`src/rtl/arb_pkg.sv`:
```
// Shared definitions for the four-requester arbiter.
//   NUM_REQ / ID_W : requester count and owner-index width
//   arb_state_e    : FSM encoding (ST_IDLE = 0, ST_GRANT = 1)
//   id_to_onehot   : binary owner index -> one-hot grant vector
package arb_pkg;

  localparam int unsigned NUM_REQ = 4;
  localparam int unsigned ID_W    = 2;

  typedef enum logic {
    ST_IDLE  = 1'b0,
    ST_GRANT = 1'b1
  } arb_state_e;

  function automatic logic [NUM_REQ-1:0] id_to_onehot(input logic [ID_W-1:0] id);
    logic [NUM_REQ-1:0] oh;
    oh     = '0;
    oh[id] = 1'b1;
    return oh;
  endfunction

endpackage

```
`src/rtl/rr_pick4.sv`:
```
// Combinational downward wrapping priority search over four requests.
//   req   : request vector
//   start : index searched first (round-robin mode only)
//   mode  : 0 = fixed priority (search starts at 3), 1 = start at 'start'
//   found : any request set
//   id    : first set index found searching start, start-1, ... wrapping 0 -> 3
module rr_pick4
  import arb_pkg::*;
(
  input  logic [NUM_REQ-1:0] req,
  input  logic [ID_W-1:0]    start,
  input  logic               mode,
  output logic               found,
  output logic [ID_W-1:0]    id
);

  logic [ID_W-1:0] base;
  logic [ID_W-1:0] idx;

  always_comb begin
    found = 1'b0;
    id    = '0;
    idx   = '0;
    base  = mode ? start : ID_W'(NUM_REQ - 1);
    // Walk from the lowest-priority position up to 'base' so the last hit
    // (closest to base) wins; index arithmetic wraps naturally in ID_W bits.
    for (int i = NUM_REQ - 1; i >= 0; i--) begin
      idx = base - ID_W'(i);
      if (req[idx]) begin
        found = 1'b1;
        id    = idx;
      end
    end
  end

endmodule

```
`src/rtl/rr_arbiter4.sv`:
```
// Four-requester arbiter with fixed-priority or round-robin selection and
// optional forced release after MAX_HOLD grant cycles under contention.
//   clk       : rising-edge clock
//   rst_n     : asynchronous active-low reset
//   mode      : 0 = fixed priority, 1 = round-robin (sampled at selection)
//   req[3:0]  : level-sensitive requests
//   gnt[3:0]  : registered one-hot grant
//   gnt_valid : OR of gnt
//   gnt_id    : binary owner index, 0 when no grant
//   preempt   : one-cycle pulse on the idle cycle following a forced release
module rr_arbiter4
  import arb_pkg::*;
#(
  parameter int unsigned MAX_HOLD = 8,
  parameter int unsigned CNT_W    = 4
) (
  input  logic       clk,
  input  logic       rst_n,
  input  logic       mode,
  input  logic [3:0] req,
  output logic [3:0] gnt,
  output logic       gnt_valid,
  output logic [1:0] gnt_id,
  output logic       preempt
);

  localparam bit HoldEn = (MAX_HOLD != 0);
  // Counter ceiling; with unlimited hold it simply parks at all-ones.
  localparam logic [CNT_W-1:0] HoldLast = HoldEn ? CNT_W'(MAX_HOLD - 1) : {CNT_W{1'b1}};

  arb_state_e         state_q, state_d;
  logic [NUM_REQ-1:0] gnt_q, gnt_d;
  logic [ID_W-1:0]    gnt_id_q, gnt_id_d;
  logic [ID_W-1:0]    last_id_q, last_id_d;
  logic [CNT_W-1:0]   hold_cnt_q, hold_cnt_d;
  logic               preempt_q, preempt_d;

  logic [ID_W-1:0] rr_start;
  logic            pick_found;
  logic [ID_W-1:0] pick_id;
  logic            owner_req;
  logic            others_pending;
  logic            force_rel;

  // Round-robin search begins just below the previous owner.
  assign rr_start = last_id_q - ID_W'(1);

  rr_pick4 u_pick (
    .req   (req),
    .start (rr_start),
    .mode  (mode),
    .found (pick_found),
    .id    (pick_id)
  );

  assign owner_req      = req[gnt_id_q];
  assign others_pending = |(req & ~gnt_q);
  assign force_rel      = HoldEn && (hold_cnt_q == HoldLast) && others_pending;

  always_comb begin
    state_d    = state_q;
    gnt_d      = gnt_q;
    gnt_id_d   = gnt_id_q;
    last_id_d  = last_id_q;
    hold_cnt_d = hold_cnt_q;
    preempt_d  = 1'b0;

    unique case (state_q)
      ST_IDLE: begin
        if (pick_found) begin
          state_d    = ST_GRANT;
          gnt_d      = id_to_onehot(pick_id);
          gnt_id_d   = pick_id;
          hold_cnt_d = '0;
        end
      end
      ST_GRANT: begin
        if (!owner_req || force_rel) begin
          state_d    = ST_IDLE;
          gnt_d      = '0;
          gnt_id_d   = '0;
          last_id_d  = gnt_id_q;
          hold_cnt_d = '0;
          // An owner that drops on the same cycle counts as a voluntary release.
          preempt_d  = owner_req;
        end else if (hold_cnt_q != HoldLast) begin
          hold_cnt_d = hold_cnt_q + CNT_W'(1);
        end
      end
    endcase
  end

  always_ff @(posedge clk or negedge rst_n) begin
    if (!rst_n) begin
      state_q    <= ST_IDLE;
      gnt_q      <= '0;
      gnt_id_q   <= '0;
      last_id_q  <= '0;
      hold_cnt_q <= '0;
      preempt_q  <= 1'b0;
    end else begin
      state_q    <= state_d;
      gnt_q      <= gnt_d;
      gnt_id_q   <= gnt_id_d;
      last_id_q  <= last_id_d;
      hold_cnt_q <= hold_cnt_d;
      preempt_q  <= preempt_d;
    end
  end

  assign gnt       = gnt_q;
  assign gnt_valid = |gnt_q;
  assign gnt_id    = gnt_id_q;
  assign preempt   = preempt_q;

endmodule
```
`config.mk`:
```
export PLATFORM = sky130hd
export DESIGN_NAME = rr_arbiter4
export DESIGN_NICKNAME = d
export VERILOG_FILES = /design/src/rtl/arb_pkg.sv /design/src/rtl/rr_pick4.sv /design/src/rtl/rr_arbiter4.sv
export SDC_FILE = /design/constraint.sdc
export NUM_CORES = 1
export LEC_CHECK = 0
export ABC_AREA = 1
export CORE_MARGIN = 10
export CORE_UTILIZATION = 59
export CTS_BUF_LIST = sky130_fd_sc_hd__clkbuf_8
export CTS_CLUSTER_DIAMETER = 100
export DETAILED_ROUTE_END_ITERATION = 8
export GPL_TIMING_DRIVEN = 0
export PLACE_DENSITY = 0.86
export SYNTH_ARGS = -nofsm -noshare
export SYNTH_HDL_FRONTEND = slang
export SYNTH_SLANG_ARGS = --single-unit
```
`constraint.sdc`:
```
create_clock -name clk -period 2.05 [get_ports clk]
set_input_delay 0.3075 -clock clk [delete_from_list [all_inputs] [get_ports clk]]
set_output_delay 0.3075 -clock clk [all_outputs]
set_load 0.01 [all_outputs]
```
==> flow_summary.yaml <==
run_status:
  result_of_the_run: "finished, final reports clean"
clock_network:
  ctsLongestPathBuffers: 2
  cts.repair.resized: 0
  clock_transition_at_the_registers_of_the_reported_paths_ns: 0.05
  clock_insertion_delay_worst_skew_ns: 0.24
  tritoncts.num_buffers: 3
  cts.sink_count: 14
  postCtsHoldBufs: 0
  clock_tree.root_cell: "sky130_fd_sc_hd__clkbuf_8"
  tritoncts: "done"
  ctsHtreeMaxLevel: 1
  post_cts.repair.setup_buffers: 0
yosys:
  yosysTopAreaCell: "sky130_fd_sc_hd__dfrtp_1"
  synth_seq_area_share: 0.374
  postSynthCellCount: 136
  yosysUniqueCellTypes: 23
  yosys.cell_count.top_type: "sky130_fd_sc_hd__nand2_1"
  syn-cell-area_um2: 937
  synth_warnings: 0
  synthTopCellsByArea: "sky130_fd_sc_hd__dfrtp_1 (37%), sky130_fd_sc_hd__nand2_1 (20%), sky130_fd_sc_hd__nand3_1 (8.0%)"
  synth.ff_latch_count: 14
  synth.area.mux_share: 0
  async_flop_share: 1.00
  synth_xor_xnor_area_share: 0.0187
  synth_simple_gate_area_share: 0.409
  synth_fa_ha_area_frac: 0.0134
  predominant_post_synthesis_flop_cell: "sky130_fd_sc_hd__dfrtp_1"
  yosysTopAreaCellShare: 0.374
  synth_area_per_inst_um2: 6.89
  ys_top_cells_by_count: "sky130_fd_sc_hd__nand2_1 (50), sky130_fd_sc_hd__inv_1 (18), sky130_fd_sc_hd__nand3_1 (15), sky130_fd_sc_hd__dfrtp_1 (14)"
  synth_enable_flop_cells: 0
  net_count_after_synthesis: 144
  combinational_family_with_the_most_area_after_synthesis: "simple AND/OR/NAND/NOR gates"
  synth-compound-area-share: 0.0774
die:
  die_footprint_um2: 3580
  initial_util: 0.622
  boundaryPins: 15
  die_w_um: 59.9
  core_area_um2: 1510
  die_h_um: 59.9
  fp-row-count: 14
placement:
  place_congestion: 0.865
  detailedPlace.worstSlack_ns: 0.297
  io_buffers: 13
  post-dp-hpwl_mm: 1.74
sta:
  rsz0062_at_grt: "no"
  finalCritPeriodShare: 0.963
  min_period_ns: 1.98
  finalSetupViolations: 0
  measured_slew_at_the_worst_slew_check_pin_ns: 0.577
  final.setup.tns_ns: 0
  finClkSkew_ns: 0.00216
  achievable-frequency_mhz: 506
  max_slew_margin: 0.614
  timing.final.ws_setup_ns: 0.0749
  final-max-slew-violation-count: 0
  finalHoldViolations: 0
worst_setup_path:
  setup.worst_path.class: "flop to output pin"
  cp_data_arrival_time_ns: 1.67
  setup.worst_path.end_class: "output pin"
  setup.worst_path.start_class: "flop"
  timing.critical_path.slowest_cell_delay_ns: 0.52
  required_time_of_the_critical_path_ns: 1.74
  crit_buf_inv: 1
  cpMaxStageDelayCell: "sky130_fd_sc_hd__or4_1"
  critical-path-top-delay-family: "simple AND/OR/NAND/NOR gates"
  critical_path_peak_fanout: 4
  cp_cell_sequence: "or4_1, clkdlybuf4s50_1"
route:
  detailroute.wirelength.met3_um: 207
  top_signal_layer_used: "met4"
  drt_iter0_drc: 44
  firstDrtPassIters: 4
  route.vias.total: 933
  drc: 0
  wirelength_met1_um: 885
  wl_met2_mm: 1.00
  drt-total-wl_mm: 2.12
  wl_per_cell_um: 12.5
  detail_route.vias_per_cell: 5.52
  antenna_violating_nets_post_route: 0
final_layout:
  post_layout_nets: 162
  n_antenna_cell: 0
  n_fill_cell: 127
  fraction_of_final_layout_cells_sized_beyond_drive_strength_1: 0.0980
  area_delta_synth_final_pct: 21.9
power_and_ir_drop:
  pwr-share-seq: 0.303
  ir_worst_vdd_uv: 1050
  power_per_cell_area_nw_per_um2: 1350
  power.internal_mw: 0.884
  comb_power_share: 0.531
  p_leak_nw: 0.629
  p_switching_mw: 0.657
  power_switching_share: 0.426
  p_clk_frac: 0.166
job:
  timing.max_cap.violations: 0
grt:
  grt_first_pass_wirelength_mm: 3.56
  grtUsageTotal: 0.126
  remaining_global_route_overflow: 0
  grt_antenna_before_repair: 0
  via_count_of_the_first_global_routing_pass: 847
  largest_net_degree_at_the_start_of_global_routing: 15
worst_hold_path:
  timing.hold.worst.class: "primary input to async pin"
==> power groups by stage <==
stage | combinational [mW] | clock (mW) | sequential [mW]
after floorplan | 0.523 | 0 | 0.471
after global placement | 0.781 | 0 | 0.463
after detailed placement | 0.820 | 0 | 0.470
after CTS | 0.825 | 0.258 | 0.466
after global routing | 0.925 | 0.272 | 0.477
final | 0.819 | 0.256 | 0.467
==> worst register-to-register path: cells and delay by family, from the launching register on <==
| kind | cells | cell delay [ns] |
|---|---|---|
| buffers and inverters | 1 | 0.08 |
| AO/OA/AOI/OAI | 2 | 0.20 |
| AND/OR/NAND/NOR | 4 | 0.51 |
| adder cells (fa/ha/maj) | 1 | 0.23 |
| flip-flops | 1 | 0.40 |
==> logic make-up after synthesis <==
logic type / after synthesis
simple gates: 84
xor+xnor: 2
buf+inv: 22
fa+ha+maj: 1
flops: 14
compound gates: 13
==> stage by stage <==
| stage | instances | area [um^2] | hold WS [ns] | utilization | power [mW] |
|---|---|---|---|---|---|
| 6_report | 169 | 1140 | 0.440 | 0.758 | 1.54 |
| 5_1_grt | 169 | 1140 | 0.487 | 0.758 | 1.67 |
| 4_1_cts | 169 | 1140 | 0.454 | 0.758 | 1.55 |
| 3_5_place_dp | 165 | 1090 | 0.488 | 0.722 | 1.29 |
| 3_3_place_gp | 165 | 1090 | 0.476 | 0.722 | 1.24 |
| 2_1_floorplan | 136 | 937 | 0.0119 | - | 0.994 |
==> path summary, 6_finish.rpt <==
path                                from             to  slack [ns]  cells past startpoint
setup reg to reg           hold_cnt_q[0]         gnt[2]        0.55                      8
max in group asynchronous          rst_n   last_id_q[1]        1.24                      1
setup / recovery                  gnt[0]      gnt_valid        0.07                      2
hold reg to reg            hold_cnt_q[3]  hold_cnt_q[3]        0.50                      2
hold / removal                     rst_n  hold_cnt_q[0]        0.44                      1
min in group clk           hold_cnt_q[3]  hold_cnt_q[3]        0.50                      2
==> state kept, by name, indices dropped and copies added (netlist names) <==
register	count
preempt	1
last_id_q	2
hold_cnt_q	4
gnt	4
state_q	1
gnt_id	2
==> per-layer routing <==
layer | track usage | vias to the layer above
met5 | 0 | -
li1 | - | 470
met2 | 0.201 | 42
met3 | 0.0572 | 6
met4 | 0.0353 | 0
met1 | 0.148 | 415
==> cell usage in the layout (no fill, tap or decap), types with 2 or more instances in the layout <==
cell / n
sky130_fd_sc_hd__nand3_1: 15
sky130_fd_sc_hd__o21ai_0: 3
sky130_fd_sc_hd__clkbuf_8: 4
sky130_fd_sc_hd__dfrtp_1: 14
sky130_fd_sc_hd__xor2_1: 2
sky130_fd_sc_hd__nand2_2: 3
sky130_fd_sc_hd__o22ai_1: 2
sky130_fd_sc_hd__inv_1: 18
sky130_fd_sc_hd__clkdlybuf4s50_1: 13
sky130_fd_sc_hd__nand4_1: 4
sky130_fd_sc_hd__nand2_1: 50
sky130_fd_sc_hd__o211ai_1: 2
sky130_fd_sc_hd__nor2_1: 5
sky130_fd_sc_hd__buf_6: 2
sky130_fd_sc_hd__o21ai_1: 5
sky130_fd_sc_hd__nand3_2: 2
==> cell type report <==
cell class	instances	area, um^2	area share
plain buffers	3	30.0	0.0263
clock buffers	4	55.1	0.0482
inverters	19	71.3	0.0624
multi-input cells	100	485	0.425
flip-flops and latches	14	350	0.307
well taps	16	20.0	0.0175
repair buffers	13	130	0.114
(Power assumes the default switching activity.)
